$ cat src/rtl/fault_injector_pkg.sv
// Shared types and constants for the multi-channel fault injector:
// FSM states, fault modes, LFSR geometry and the default LFSR seed.
package fault_injector_pkg;

    typedef enum logic [1:0] {
        ST_IDLE   = 2'd0,
        ST_WAIT   = 2'd1,
        ST_INJECT = 2'd2
    } fi_state_t;

    typedef enum logic [1:0] {
        FI_FLIP   = 2'b00,
        FI_STUCK0 = 2'b01,
        FI_STUCK1 = 2'b10
    } fi_mode_t;

    // 16-bit Fibonacci LFSR, taps at stages 16,14,13,11 (bits 15,13,12,10)
    localparam int              LFSR_W       = 16;
    localparam logic [LFSR_W-1:0] LFSR_TAPS  = 16'hB400;
    localparam logic [LFSR_W-1:0] SEED_DEFAULT = 16'hACE1;

    // Encoding 11 has no dedicated behaviour and falls back to bit-flip
    function automatic fi_mode_t decode_mode(input logic [1:0] m);
        case (m)
            2'b01:   return FI_STUCK0;
            2'b10:   return FI_STUCK1;
            default: return FI_FLIP;
        endcase
    endfunction

endpackage

$ cat src/rtl/fi_lfsr.sv
// 16-bit Fibonacci LFSR used to pick random fault targets.
// Only instantiated when FI_RANDOM_EN is defined.
module fi_lfsr
    import fault_injector_pkg::*;
#(
    parameter logic [LFSR_W-1:0] SEED = SEED_DEFAULT
) (
    input  logic              clk,
    input  logic              rst,
    input  logic              en,
    output logic [LFSR_W-1:0] state
);

    logic [LFSR_W-1:0] lfsr_q;

    // Shift left, feeding the XOR of the tapped stages into bit 0
    always_ff @(posedge clk or posedge rst) begin
        if (rst) begin
            lfsr_q <= SEED;
        end else if (en) begin
            lfsr_q <= {lfsr_q[LFSR_W-2:0], ^(lfsr_q & LFSR_TAPS)};
        end
    end

    assign state = lfsr_q;

endmodule

$ cat src/rtl/fault_injector_mc.sv
// Multi-channel fault injector. Periodically forces one bit of data_i
// (bit-flip, stuck-at-0 or stuck-at-1) for a programmable duration.
// Target selection is round-robin by default; defining FI_RANDOM_EN
// switches to LFSR-driven pseudo-random targets.
module fault_injector_mc
    import fault_injector_pkg::*;
#(
    parameter int                N    = 8,
    parameter int                CW   = 8,
    parameter logic [LFSR_W-1:0] SEED = SEED_DEFAULT
) (
    input  logic          clk_i,
    input  logic          rst_i,
    input  logic          en_i,
    input  logic [1:0]    mode_i,
    input  logic [CW-1:0] interval_i,
    input  logic [CW-1:0] duration_i,
    input  logic [N-1:0]  data_i,
    output logic [N-1:0]  data_o,
    output logic [N-1:0]  fi_out_o,
    output logic          busy_o,
    output logic [15:0]   inj_cnt_o
);

    localparam int IW = (N > 1) ? $clog2(N) : 1;

    fi_state_t      state;
    fi_state_t      state_nxt;
    logic [CW-1:0]  cnt;
    logic [N-1:0]   mask;
    fi_mode_t       mode_q;
    logic [15:0]    inj_cnt;
    logic [IW-1:0]  target;
    logic [CW-1:0]  dur_m1;

    logic           load_wait;
    logic           start_inject;
    logic           finish;
    logic           cnt_dec;

    function automatic logic [N-1:0] apply_fault(input fi_mode_t m,
                                                 input logic [N-1:0] d,
                                                 input logic [N-1:0] msk);
        case (m)
            FI_STUCK0: return d & ~msk;
            FI_STUCK1: return d | msk;
            default:   return d ^ msk;
        endcase
    endfunction

    // A zero duration still produces a one-cycle fault
    assign dur_m1 = (duration_i == '0) ? '0 : duration_i - CW'(1);

`ifdef FI_RANDOM_EN
    logic [LFSR_W-1:0] lfsr;
    logic [IW:0]       raw_ext;

    fi_lfsr #(.SEED(SEED)) u_lfsr (
        .clk   (clk_i),
        .rst   (rst_i),
        .en    (1'b1),
        .state (lfsr)
    );

    // Fold out-of-range LFSR samples back into 0..N-1
    always_comb begin
        raw_ext = {1'b0, lfsr[IW-1:0]};
        target  = lfsr[IW-1:0];
        if (raw_ext >= (IW+1)'(N)) begin
            target = IW'(raw_ext - (IW+1)'(N));
        end
    end
`else
    logic [IW-1:0] ptr;

    // Round-robin pointer steps once per injection and wraps at N-1
    always_ff @(posedge clk_i or posedge rst_i) begin
        if (rst_i) begin
            ptr <= '0;
        end else if (start_inject) begin
            ptr <= (ptr == IW'(N - 1)) ? '0 : ptr + 1'b1;
        end
    end

    assign target = ptr;
`endif

    // FSM state register
    always_ff @(posedge clk_i or posedge rst_i) begin
        if (rst_i) begin
            state <= ST_IDLE;
        end else begin
            state <= state_nxt;
        end
    end

    // Next-state logic and datapath strobes
    always_comb begin
        state_nxt    = state;
        load_wait    = 1'b0;
        start_inject = 1'b0;
        finish       = 1'b0;
        cnt_dec      = 1'b0;
        case (state)
            ST_IDLE: begin
                if (en_i) begin
                    state_nxt = ST_WAIT;
                    load_wait = 1'b1;
                end
            end
            ST_WAIT: begin
                if (!en_i) begin
                    state_nxt = ST_IDLE;
                end else if (cnt == '0) begin
                    state_nxt    = ST_INJECT;
                    start_inject = 1'b1;
                end else begin
                    cnt_dec = 1'b1;
                end
            end
            ST_INJECT: begin
                // en_i is ignored until the fault has run its full length
                if (cnt == '0) begin
                    finish = 1'b1;
                    if (en_i) begin
                        state_nxt = ST_WAIT;
                        load_wait = 1'b1;
                    end else begin
                        state_nxt = ST_IDLE;
                    end
                end else begin
                    cnt_dec = 1'b1;
                end
            end
            default: state_nxt = ST_IDLE;
        endcase
    end

    // Interval/duration counter, fault mask, latched mode and injection count
    always_ff @(posedge clk_i or posedge rst_i) begin
        if (rst_i) begin
            cnt     <= '0;
            mask    <= '0;
            mode_q  <= FI_FLIP;
            inj_cnt <= '0;
        end else begin
            if (load_wait) begin
                cnt <= interval_i;
            end else if (start_inject) begin
                cnt <= dur_m1;
            end else if (cnt_dec) begin
                cnt <= cnt - CW'(1);
            end

            if (start_inject) begin
                mask   <= {{(N-1){1'b0}}, 1'b1} << target;
                mode_q <= decode_mode(mode_i);
            end else if (finish) begin
                mask <= '0;
            end

            if (finish && (inj_cnt != 16'hFFFF)) begin
                inj_cnt <= inj_cnt + 16'd1;
            end
        end
    end

    assign data_o    = apply_fault(mode_q, data_i, mask);
    assign fi_out_o  = mask;
    assign busy_o    = (state != ST_IDLE);
    assign inj_cnt_o = inj_cnt;

endmodule
$ cat config.mk
export PLATFORM = sky130hd
export DESIGN_NAME = fault_injector_mc
export DESIGN_NICKNAME = d
export VERILOG_FILES = /design/src/rtl/fault_injector_pkg.sv /design/src/rtl/fi_lfsr.sv /design/src/rtl/fault_injector_mc.sv
export SDC_FILE = /design/constraint.sdc
export NUM_CORES = 1
export LEC_CHECK = 0
export CAP_MARGIN = 5
export CELL_PAD_IN_SITES_DETAIL_PLACEMENT = 0
export CELL_PAD_IN_SITES_GLOBAL_PLACEMENT = 1
export CORE_UTILIZATION = 38
export DETAILED_ROUTE_END_ITERATION = 10
export HOLD_SLACK_MARGIN = 0.08
export PLACE_DENSITY_LB_ADDON = 0.1
export SLEW_MARGIN = 20
export SYNTH_ARGS = -nofsm -noshare
export SYNTH_HDL_FRONTEND = slang
export SYNTH_SLANG_ARGS = --single-unit
$ cat constraint.sdc
create_clock -name clk_i -period 3.1 [get_ports clk_i]
set_input_delay 0.31 -clock clk_i [delete_from_list [all_inputs] [get_ports clk_i]]
set_output_delay 0.31 -clock clk_i [all_outputs]
set_load 0.005 [all_outputs]
After elaboration in Yosys (flattened, before gate mapping)
Cells that the tools add are included.

word-level totals
  register bits after elaboration = 39
  output and inout port bits = 33
  logic and storage cells = 59

operators by class
  $add $sub $neg = 4
  eq/ne operators = 11
  shift-type cells = 1
  multiplexer cells = 25
  bitwise gates (word level) = 4
  reduce and logical (&&, ||, !) cells = 8

operator list
  kind                     count
  $mux W8                  6
  $add A16 B1 Y16 const B  1
  $logic_not A8 Y1         2
  $ne A16 B16 Y1 const B   1
  $pmux W8 S2              1
  $sub A8 B1 Y8 const B    2
  $mux W1                  9
  $and A8 B8 Y8            1
  $mux W2                  4
  $not A8 Y8               1
  $or A8 B8 Y8             1
  $shl A1 B3 Y8 const A    1
  $xor A8 B8 Y8            1
  $eq A2 B1 Y1 const B     3
  $eq A2 B2 Y1 const B     3
  $pmux W2 S3              1
  $ne A2 B2 Y1 const B     2
  $pmux W1 S2              2
  $pmux W2 S2              1
  $reduce_bool A2 Y1       2
  $add A3 B1 Y3 const B    1
  $eq A3 B3 Y1 const B     1
  $mux W3                  1
  $ne A3 B3 Y1 const B     1
  4 further kinds          4

Depth between registers and ports, before layout
  depth in word-level cells = 7
  depth in mapped cells = 8
  gate-level depth less buffers = 7

Worst setup path after synthesis
Ideal clock, no wire load.

  path type = register to register
  start point = register cnt[0]
  end point = register cnt[6]
  setup time = 94 ps
  arrival = 2095 ps
  setup slack = 911 ps
  cell stages (with the launch flop) = 9
  buffers on the path = 1
  clock period less this slack = 2189 ps
  cells stage by stage = dfrtp_1 > inv_1 > ha_1 > or3b_2 > or3_1 > buf_6 > a211oi_4 > a21oi_1 > a221oi_2

on the way
  longest elaborated chain between the ends = 6
  elaborated cells between the ends (all ways) = 14
  those cells by class = add/sub (1); mux (11); reduce/logical (2)

ends and longest elaborated chain
  item                                                   line                      text
  start, declared                                        fault_injector_mc.sv:29   logic [CW-1:0] cnt;
  start signal, assigned                                 fault_injector_mc.sv:148  cnt <= interval_i;
  start signal, assigned                                 fault_injector_mc.sv:150  cnt <= dur_m1;
  start signal, assigned                                 fault_injector_mc.sv:152  cnt <= cnt - CW'(1);
  branches (longest 6 deep; another with $sub A8 B1 Y8)  -

Several ways; the timed one is not identified. The select of a mux whose other input is x is not followed.
A chain may end at the register's enable or synchronous reset.

Worst setup path in the final report
  start point = register cnt[3]
  end point = register cnt[7]

Same word-level chain as after synthesis.

==> results.json <==
{
  "firstDrtPassIters": 5,
  "dp_cells": 460,
  "place.gp.congestion": 0.787,
  "worst_pin_slew_ns": 1.01,
  "status": "finished clean",
  "end_kind": "flop",
  "hpwl_mm": 4.74,
  "total_power_uw": 2520,
  "p_leak_uw": 0.00155,
  "start_util_pct": 40.4,
  "yosys_warnings": 0,
  "startpoint_type": "flop",
  "ioPinCount": 62,
  "r2r_cells": 5,
  "finalNetCount": 433,
  "synthDistinctLibCells": 52,
  "worstPathArrival_ns": 2.77,
  "synthesis.nets": 368,
  "grtUsageTotal_pct": 16.8,
  "syn2layout_area_growth_pct": 29.2,
  "rows": 30,
  "post_drt_wl_per_cell_um": 13.0,
  "grt_overflow_total": 0,
  "reg2reg_from": "cnt[3]$_DFFE_PP0P_",
  "power_density_nw_per_um2": 696,
  "ys.flop_type": "dfrtp_1",
  "fmax_mhz": 391,
  "drc": 0,
  "vias": 2351,
  "reg2reg_slack_ns": 0.54,
  "final_cells": 468,
  "cts-resized-gates": 0,
  "drive_above_1_share_pct": 7.26,
  "grt_pass1_vias": 2307,
  "min_path_type": "primary input to async pin",
  "antenna_found_initial": 0,
  "cts_hold_buffers": 0,
  "timing.clock.skew_ns": 0.00832,
  "yosysTopAreaCellShare_pct": 34.8,
  "wl_mm": 6.06,
  "slowest_stage": "or4_1",
  "ys_seq_elements": 39,
  "port-buffer-count": 61,
  "synth_area_leaders": "dfrtp_1, ha_1, inv_1",
  "syn_area_um2": 2800,
  "final_max_slew_viol_count": 0,
  "cts_root_buffer": "clkbuf_8",
  "crit_buf_inv": 0,
  "cp_max_fo": 8,
  "async_reset_ff_share_pct": 100,
  "path_cells": "or4_1, or3_1, a211oi_2, a21oi_1, a221oi_2",
  "cts_tree": "built",
  "grt_max_degree": 40,
  "setup_viol": 0,
  "antenna_left": 0,
  "critical_path_class": "flop to flop",
  "required_ns": 3.31,
  "setup_tns_ns": 0,
  "antenna_cells": 0,
  "via_per_inst": 5.02,
  "r2r_end": "cnt[7]$_DFFE_PP0P_",
  "die_area_um2": 7720,
  "ctsLongestPathBuffers": 2,
  "rsz0062_at_grt": "false",
  "critical-path-max-stage-delay_ns": 0.70,
  "drv_cap": 0,
  "ys_seq_area_share_pct": 34.8,
  "maxSlewHeadroom_pct": 32.1,
  "synth_edf_count": 0,
  "ir_drop_uv": 328,
  "crit_family": "simple AND/OR/NAND/NOR gates",
  "clock-sinks": 39,
  "cts_buffers": 5,
  "clk_pin_slew_worst_paths_ns": 0.08,
  "htreeDepth": 2,
  "hold_viol_final": 0,
  "core_um2": 6940,
  "yosysTopAreaCell": "dfrtp_1",
  "die_w_um": 87.9,
  "fin_util_pct": 52.2,
  "clkLatencyLatePin_ns": 0.29,
  "fin_crit_sh_pct": 82.5,
  "synth_cells": 306,
  "die_h_um": 87.9,
  "cts_setup_buffers": 0,
  "fill_cells": 652,
  "syn_avg_cell_area_um2": 9.16,
  "grt_pass1_wl_mm": 10.3,
  "min_period_ns": 2.56,
  "drtIter0Drc": 92
}
through the flow:
| stage | cell area (µm²) | setup WS, ns | hold slack [ns] |
|---|---|---|---|
| 3_3_place_gp | 3530 | 0.373 | 0.485 |
| 6_report | 3620 | 0.544 | 0.430 |
| 4_1_cts | 3620 | 0.542 | 0.444 |
| 3_5_place_dp | 3530 | 0.327 | 0.489 |
| 5_1_grt | 3620 | 0.317 | 0.490 |
| 2_1_floorplan | 2800 | 0.911 | 0.443 |
cell families (layout without fill, tap and decap cells):
family / count (synthesis) / after routing / synth area share, %
AOI/OAI and AO/OA: 71 / 71 / 18.9
xor gates and xnor gates: 19 / 19 / 5.94
adders and majority gates: 33 / 33 / 14.7
buffers and inverters: 51 / 117 / 7.23
DFF: 39 / 39 / 34.8
muxes: 2 / 2 / 0.759
and+or+nand+nor: 91 / 91 / 17.6
state kept, by name, indices dropped and copies added, names as in the netlist:
signal	flops
cnt	8
state	2
mode_q	2
fi_out_o	8
inj_cnt_o	16
ptr	3
worst register-to-register path: cells and delay by family (launching register included):
family	cells	cell delay, ns
flip-flops	1	0.46
AO/OA/AOI/OAI	3	0.73
AND/OR/NAND/NOR	2	1.28
Yosys cell counts (2+ instances only):
master / instances
nor3_1: 5
a32o_1: 4
o31ai_1: 7
a221oi_2: 2
nor2b_1: 3
a21oi_1: 8
nand2b_1: 2
ha_1: 33
nor2_1: 14
or3_1: 7
xor2_1: 3
or4_1: 2
a221oi_1: 2
buf_2: 3
nand3_1: 5
o21ai_0: 18
dfrtp_1: 39
xnor2_1: 16
a22o_1: 6
nor4_1: 2
a22oi_1: 8
nand2_1: 28
nor3b_1: 4
a21o_1: 2
inv_1: 42
nand4_1: 8
clkbuf_1: 5
o221a_2: 3
nand3b_1: 2
cells in the final DEF (no fill, tap or decap), drive strengths merged, types with 6 or more instances in the layout:
master,netlist,layout
clkdlybuf4s50,0,61
inv,42,42
dfrtp,39,39
ha,33,33
nand2,28,28
o21ai,19,19
xnor2,16,16
nor2,14,14
a21oi,8,8
nand4,8,8
a22oi,8,8
or3,7,7
o31ai,7,7
a22o,6,6
buf,4,6
nor3,6,6
worst max path at each step:
stage / depth (start not counted) / slack [ns] / from / endpoint
finish: 5 / 0.54 / cnt[3]$_DFFE_PP0P_ / cnt[7]$_DFFE_PP0P_
global route: 8 / 0.32 / cnt[0]$_DFFE_PP0P_ / cnt[5]$_DFFE_PP0P_
CTS: 5 / 0.54 / cnt[3]$_DFFE_PP0P_ / cnt[7]$_DFFE_PP0P_
detailed placement: 8 / 0.33 / duration_i[0] / cnt[6]$_DFFE_PP0P_
global placement: 8 / 0.37 / duration_i[0] / cnt[6]$_DFFE_PP0P_
floorplan: 8 / 0.91 / cnt[0]$_DFFE_PP0P_ / cnt[6]$_DFFE_PP0P_
layout make-up:
cell class	instances	area, µm²	share of cell area (%)
Tap cell	96	120	3.32
Clock inverter	3	20.0	0.553
Inverter	42	158	4.35
Sequential cell	39	976	26.9
Clock buffer	5	68.8	1.90
Multi-Input combinational cell	216	1620	44.8
Timing Repair Buffer	67	656	18.1
layer usage:
layer / GRT usage, % / share of wire, %
met2: 29.7 / 48
met1: 20.9 / 47
met3: 3.58 / 4.4
met5: 0 / 0
met4: 3.87 / 0.64
report_power, final:
group / switching, µW / leakage [µW] / internal [µW]
Sequential: 138 / 0.000517 / 635
Combinational: 691 / 0.000997 / 712
Clock: 189 / 0.0000402 / 157
Total: 1020 / 0.00155 / 1500
Power figures use the tool's default switching activity.
